## config.mk

```make
export PLATFORM = sky130hd
export DESIGN_NAME = uart_tx_frame_flat
export DESIGN_NICKNAME = d
export VERILOG_FILES = /design/src/rtl/uart_pkg.sv /design/src/rtl/uart_tx_frame_if.sv /design/src/rtl/uart_baud_gen.sv /design/src/rtl/uart_tx_frame.sv /design/src/flat_wrapper.sv
export SDC_FILE = /design/constraint.sdc
export NUM_CORES = 1
export LEC_CHECK = 0
export BUFFER_PORTS_ARGS = -buffer_cell sky130_fd_sc_hd__clkbuf_2
export CAP_MARGIN = 20
export CORE_ASPECT_RATIO = 1.1
export CORE_MARGIN = 5
export CORE_UTILIZATION = 53
export DETAILED_ROUTE_END_ITERATION = 8
export GPL_TIMING_DRIVEN = 0
export PLACE_DENSITY = 0.73
export SLEW_MARGIN = 20
export SYNTH_ARGS = -nofsm -noshare
export SYNTH_HDL_FRONTEND = slang
export SYNTH_SLANG_ARGS = --single-unit
```

## constraint.sdc

```tcl
create_clock -name clk -period 3.36 [get_ports clk]
set_clock_uncertainty 0.1 [all_clocks]
set_input_delay 0.336 -clock clk [delete_from_list [all_inputs] [get_ports clk]]
set_output_delay 0.336 -clock clk [all_outputs]
set_load 0.02 [all_outputs]
```

## src/rtl/uart_pkg.sv

```systemverilog
// Shared UART definitions: transmit state encoding, frame constants and the
// parity helper used by both the transmit and receive paths.
package uart_pkg;

  // Data bits per frame; fixed so that every frame matches the receiver.
  localparam int DATA_BITS = 8;

  // Widths of the per-bit baud counter and the bit-within-field counter.
  localparam int BAUD_W    = 12;
  localparam int BIT_CNT_W = 4;

  // Stop-bit selection encodings.
  localparam logic STOP_ONE = 1'b0;
  localparam logic STOP_TWO = 1'b1;

  // Transmit frame sequencer states.
  typedef enum logic [2:0] {
    IDLE   = 3'd0,
    START  = 3'd1,
    DATA   = 3'd2,
    PARITY = 3'd3,
    STOP   = 3'd4
  } tx_state_t;

  // parity_sel=1 gives the XOR of the data bits, parity_sel=0 its inverse.
  function automatic logic uart_parity(input logic [DATA_BITS-1:0] data,
                                       input logic                 parity_sel);
    return parity_sel ? (^data) : (~^data);
  endfunction

endpackage

```

## src/rtl/uart_tx_frame_if.sv

```systemverilog
// Byte handshake between a producer and the UART transmit stage.
interface uart_tx_frame_if;
  import uart_pkg::*;

  logic [DATA_BITS-1:0] data_in;
  logic                 valid_in;
  logic                 ready_out;

  // Producer side: offers bytes and watches ready.
  modport master (
    output data_in,
    output valid_in,
    input  ready_out
  );

  // Transmitter side: accepts bytes when it has room.
  modport slave (
    input  data_in,
    input  valid_in,
    output ready_out
  );

endinterface

```

## src/rtl/uart_baud_gen.sv

```systemverilog
// Bit-period timer: counts clk cycles within one bit and flags the last one.
// clear holds the count at zero while the line is idle; start restarts the
// count at the beginning of a new frame.
module uart_baud_gen
  import uart_pkg::*;
(
  input  logic              clk,
  input  logic              reset,
  input  logic              clear,
  input  logic              start,
  input  logic [BAUD_W-1:0] divisor,
  output logic              bit_end
);

  logic [BAUD_W-1:0] count_reg;

  // divisor is never zero here; the caller substitutes 1 for 0.
  assign bit_end = !clear && (count_reg == (divisor - BAUD_W'(1)));

  // Cycle counter that wraps at the end of every bit period.
  always_ff @(posedge clk) begin
    if (reset || clear || start) begin
      count_reg <= '0;
    end else if (bit_end) begin
      count_reg <= '0;
    end else begin
      count_reg <= count_reg + BAUD_W'(1);
    end
  end

endmodule

```

## src/rtl/uart_tx_frame.sv

```systemverilog
// UART transmit stage: start bit, 8 data bits LSB first, parity, 1 or 2 stop
// bits. A one-entry holding register lets the next byte wait while the
// current frame is on the line, so consecutive frames have no idle gap.
module uart_tx_frame #(
  parameter int DATA_BITS = 8
) (
  input  logic                   clk,
  input  logic                   reset,
  input  logic                   tx_en,
  input  logic                   parity_sel,
  input  logic                   stop_sel,
  input  logic [11:0]            baud_divisor,
  uart_tx_frame_if.slave         bus,
  output logic                   tx,
  output logic                   busy,
  output logic                   frame_done
);
  import uart_pkg::*;

  tx_state_t                state_reg;
  logic [DATA_BITS-1:0]     shift_reg;
  logic [DATA_BITS-1:0]     hold_data_reg;
  logic                     hold_full_reg;
  logic                     parity_reg;
  logic                     stop_two_reg;
  logic                     tx_reg;
  logic [BIT_CNT_W-1:0]     bit_cnt_reg;
  logic [BAUD_W-1:0]        div_reg;

  logic [BAUD_W-1:0]        eff_div;
  logic                     capture;
  logic                     load;
  logic                     bit_end;
  logic                     last_stop;
  logic                     frame_end;

  // A divisor of zero would never produce a bit end, so run it as one.
  assign eff_div = (baud_divisor == '0) ? BAUD_W'(1) : baud_divisor;

  // Ready depends only on registered state and the enable, never on valid.
  assign bus.ready_out = tx_en && !hold_full_reg && !reset;
  assign capture       = bus.valid_in && bus.ready_out;

  // The final stop bit is the only one with one stop bit, the second with two.
  assign last_stop = (stop_two_reg == STOP_ONE) || (bit_cnt_reg == BIT_CNT_W'(1));
  assign frame_end = (state_reg == STOP) && bit_end && last_stop;

  // A new frame starts from idle, or straight out of the last stop bit.
  assign load = hold_full_reg && ((state_reg == IDLE) || frame_end);

  assign tx         = tx_reg;
  assign busy       = (state_reg != IDLE) || hold_full_reg;
  assign frame_done = frame_end;

  uart_baud_gen u_baud (
    .clk     (clk),
    .reset   (reset),
    .clear   (state_reg == IDLE),
    .start   (load),
    .divisor (div_reg),
    .bit_end (bit_end)
  );

  // Holding register: capture from the producer, empty when the FSM loads.
  always_ff @(posedge clk) begin
    if (reset) begin
      hold_full_reg <= 1'b0;
      hold_data_reg <= '0;
    end else begin
      if (capture) begin
        hold_data_reg <= bus.data_in;
        hold_full_reg <= 1'b1;
      end else if (load) begin
        hold_full_reg <= 1'b0;
      end
    end
  end

  // Frame sequencer with registered serial output.
  always_ff @(posedge clk) begin
    if (reset) begin
      state_reg    <= IDLE;
      shift_reg    <= '0;
      parity_reg   <= 1'b0;
      stop_two_reg <= STOP_ONE;
      div_reg      <= BAUD_W'(1);
      bit_cnt_reg  <= '0;
      tx_reg       <= 1'b1;
    end else if (load) begin
      // Frame settings are frozen here and ignored until the next load.
      shift_reg    <= hold_data_reg;
      parity_reg   <= uart_parity(hold_data_reg, parity_sel);
      stop_two_reg <= stop_sel;
      div_reg      <= eff_div;
      bit_cnt_reg  <= '0;
      tx_reg       <= 1'b0;
      state_reg    <= START;
    end else begin
      case (state_reg)
        IDLE: begin
          tx_reg <= 1'b1;
        end
        START: begin
          if (bit_end) begin
            tx_reg      <= shift_reg[0];
            bit_cnt_reg <= '0;
            state_reg   <= DATA;
          end
        end
        DATA: begin
          if (bit_end) begin
            if (bit_cnt_reg == BIT_CNT_W'(DATA_BITS - 1)) begin
              tx_reg    <= parity_reg;
              state_reg <= PARITY;
            end else begin
              shift_reg   <= shift_reg >> 1;
              tx_reg      <= shift_reg[1];
              bit_cnt_reg <= bit_cnt_reg + BIT_CNT_W'(1);
            end
          end
        end
        PARITY: begin
          if (bit_end) begin
            tx_reg      <= 1'b1;
            bit_cnt_reg <= '0;
            state_reg   <= STOP;
          end
        end
        STOP: begin
          if (bit_end) begin
            if (!last_stop) begin
              bit_cnt_reg <= bit_cnt_reg + BIT_CNT_W'(1);
            end else begin
              tx_reg    <= 1'b1;
              state_reg <= IDLE;
            end
          end
        end
        default: begin
          tx_reg    <= 1'b1;
          state_reg <= IDLE;
        end
      endcase
    end
  end

endmodule

```

## src/flat_wrapper.sv

```systemverilog
// flat-port wrapper written by rule: the top's interface ports become plain ports
module uart_tx_frame_flat import uart_pkg::*;
#(
  parameter int DATA_BITS = 8
)
  (clk, reset, tx_en, parity_sel, stop_sel, baud_divisor, tx, busy, frame_done, bus_data_in, bus_valid_in, bus_ready_out);
  uart_tx_frame_if bus_i ();
  input  logic clk;
  input  logic reset;
  input  logic tx_en;
  input  logic parity_sel;
  input  logic stop_sel;
  input  logic [11:0] baud_divisor;
  output logic tx;
  output logic busy;
  output logic frame_done;
  input wire logic [$bits(bus_i.data_in)-1:0] bus_data_in;
  input wire logic [$bits(bus_i.valid_in)-1:0] bus_valid_in;
  output wire logic [$bits(bus_i.ready_out)-1:0] bus_ready_out;
  assign bus_i.data_in = bus_data_in;
  assign bus_i.valid_in = bus_valid_in;
  assign bus_ready_out = bus_i.ready_out;
  uart_tx_frame #(.DATA_BITS(DATA_BITS)) u_core (.clk(clk), .reset(reset), .tx_en(tx_en), .parity_sel(parity_sel), .stop_sel(stop_sel), .baud_divisor(baud_divisor), .bus(bus_i), .tx(tx), .busy(busy), .frame_done(frame_done));
endmodule
```

==> run metrics <==
status=finished with violations; failing checks=setup timing; area grow syn2layout=15.9%; max frequency=0.295 GHz; final wirelength=6540 um; Switching Share=0.228; I/O pins=30; Layout Utilization=0.636; hold buffers post-CTS=0; Worst-Skew Late Latency=300 ps; worst vdd ir=0.261 mV; CTS tree=done; Final Net Count=402; Mean Syn Cell Area=8.37 sq um; total power=1.12 mW; Int Power=0.865 mW; full die area=0.00676 sq mm; initial antenna violation count=0; Final HPWL DP=4770 um; Max Slew Vio Count=0; fin worst setup slack=-27.1 ps; Post-synth top cells=51 x dfxtp_1, 30 x nand2_1, 25 x nor2_1; final setup fails=2; Root Driver=clkbuf_8; clock share of power=0.379; post-synth cell types=52; hold slack=141 ps; hold crit path type=primary input to register; vias in the first global route=2372; Post-synth EDFFs=0; busiest grt layer=met2; Crit Path Max Fanout=3; Slew headroom=0.589; Antenna Cells=0; GRT Util Overall=0.199; total gr overflow=0; P_sw=0.255 mW; clock-pin slew on the worst setup and hold paths=90 ps; Logic pwr share=0.074; setup TNS=-35.8 ps; met1 Track Usage GR=0.238; via count=2509; Max-Cap Viols=0; number of buffers added on ports=29; Die Height=85.7 um; sequential area share after synthesis=0.370; slew of the pin with the lowest slew margin=617 ps; CP startpoint kind=register; CP Class=register to output pin; Leak=1.10 nW; DR pass1 iterations=4; Filler cells=454; Die X=78.8 um; share of cells above drive strength 1=0.199; Via density=5.83; row count=27; Yosys top cell area share=0.370; Placer Congestion=0.875; Sequential Power Share=0.547; Antenna Nets Post-Route=0; H-tree depth=2; DRC=0; ys flop type=dfxtp_1; Routed wire per std cell=15.2 um; Hold Vio Cnt, Final=0; synth top area cells=dfxtp_1 37%, xnor2_1 5.7%, a21oi_1 4.3%, nand2_1 4.1%, xor2_1 3.8%; clk buf depth=2; number of buffers created by CTS=5; largest net degree at the start of global routing=16; final worst path period share=1.01; FFs w/ async S/R, synth=0; flip-flop and latch count after synthesis=51; pwr dens=350 mW/mm^2; Net Count, Synth=360; Worst setup EP type=output pin; RSZ-0062 raised after global routing=yes; first-pass GRT wire length=10800 um; DRT iter0 DRCs=93; critical path data arrival time=2950 ps; core area=0.00503 sq mm; Initial Util=0.549; worst path required time=2920 ps; clock sink count=51; met2 Use GR=0.356; cell taking the most area after synthesis=dfxtp_1; met3 usage=0.0410; Gate Count Post-Synth=330; Ys Warns=0; min cycle time layout=3390 ps; Synth Cell Area=0.00276 sq mm; count leader, synth=dfxtp_1
-- power by group through the flow --
stage / Combinational [mW] / Sequential, mW / Clock [mW]
detailed placement: 0.0744 / 0.629 / 0
floorplan: 0.0462 / 0.628 / 0
global placement: 0.0741 / 0.629 / 0
finish: 0.0830 / 0.613 / 0.424
CTS: 0.0795 / 0.614 / 0.435
global route: 0.0910 / 0.614 / 0.462
-- placed cells by master, fill, tap and decap left out, types with 3 or more instances in the layout --
master and instances:
dfxtp_1 49, nand2_1 30, clkbuf_2 28, nor2_1 24
a21oi_1 24, nand3_1 20, xnor2_1 18, o21ai_0 18
nor3_1 12, xor2_1 12, clkbuf_1 11, a211oi_1 10
buf_4 9, mux2i_1 8, inv_1 7, clkbuf_8 5
or4_1 4, and2_1 4, nor2b_1 4, nor4_1 4
a31oi_1 4, a211oi_2 4, and3_1 4, o2111ai_1 3
o31ai_1 3, buf_2 3, a211o_1 3, ha_1 3
-- critical path, stage by stage, from the launching register on --
cell       delay, ps
dfxtp_4          360
inv_2             60
ha_4             130
or4b_4           470
or4_4            510
a2111oi_4        370
o2111a_2         270
and2_4           140
nand2_1           50
nor2_1           120
buf_4            150
-- per-layer routing --
layer / part of all wire / vias to the layer above / wire length [um]
li1: - / 1280 / -
met5: 0 / - / 0
met3: 0.043 / 12 / 280
met4: 0.016 / 0 / 107
met1: 0.43 / 1170 / 2840
met2: 0.51 / 47 / 3320
-- stage by stage --
| stage | cells | area (sq um) | setup slack (ps) |
|---|---|---|---|
| global route | 430 | 3200 | -136 |
| floorplan | 330 | 2760 | 64.0 |
| finish | 430 | 3200 | -27.1 |
| detailed placement | 417 | 2980 | -187 |
| global placement | 417 | 2980 | -176 |
| CTS | 427 | 3130 | -18.2 |
-- cell type report --
class | instances | area (sq um) | share of cell area
Clock inverter | 2 | 37.5 | 0.0117
Buffer | 17 | 86.3 | 0.0270
Sequential cell | 51 | 1030 | 0.321
Inverter | 9 | 36.3 | 0.0113
Multi-Input combinational cell | 252 | 1670 | 0.522
Tap cell | 58 | 72.6 | 0.0227
Clock buffer | 5 | 68.8 | 0.0215
Timing Repair Buffer | 36 | 200 | 0.0626
-- worst paths after layout --
path                            depth (start not counted)  slack, ps                 endpoint                     from
worst max-delay path                                   10        -30               frame_done        u_core.div_reg[0]
worst min-delay path                                    3        140  u_core.hold_data_reg[0]           bus_data_in[0]
worst max register to register                         10        -10      u_core.shift_reg[2]        u_core.div_reg[0]
worst min register to register                          2        390  u_core.hold_data_reg[2]  u_core.hold_data_reg[2]
-- cells by family (layout without fill, tap and decap cells) --
kind of cell,after synthesis,count (layout),share of synthesized area
simple gates,128,128,0.243
xor+xnor,30,30,0.0952
buf+inv,27,69,0.0430
mux,9,9,0.0331
compound gates,81,81,0.198
flops,51,51,0.370
fa+ha+maj,4,4,0.0181
-- what timing repair did --
item / 4_1_cts / 5_1_grt
endpoints found under the hold margin: 0 / 0
setup endpoints to repair: 38 / 30
buffers inserted: 4 / 3
pin swaps: 3 / 4
gates resized for setup: 8 / 20
(Power assumes the default switching activity.)
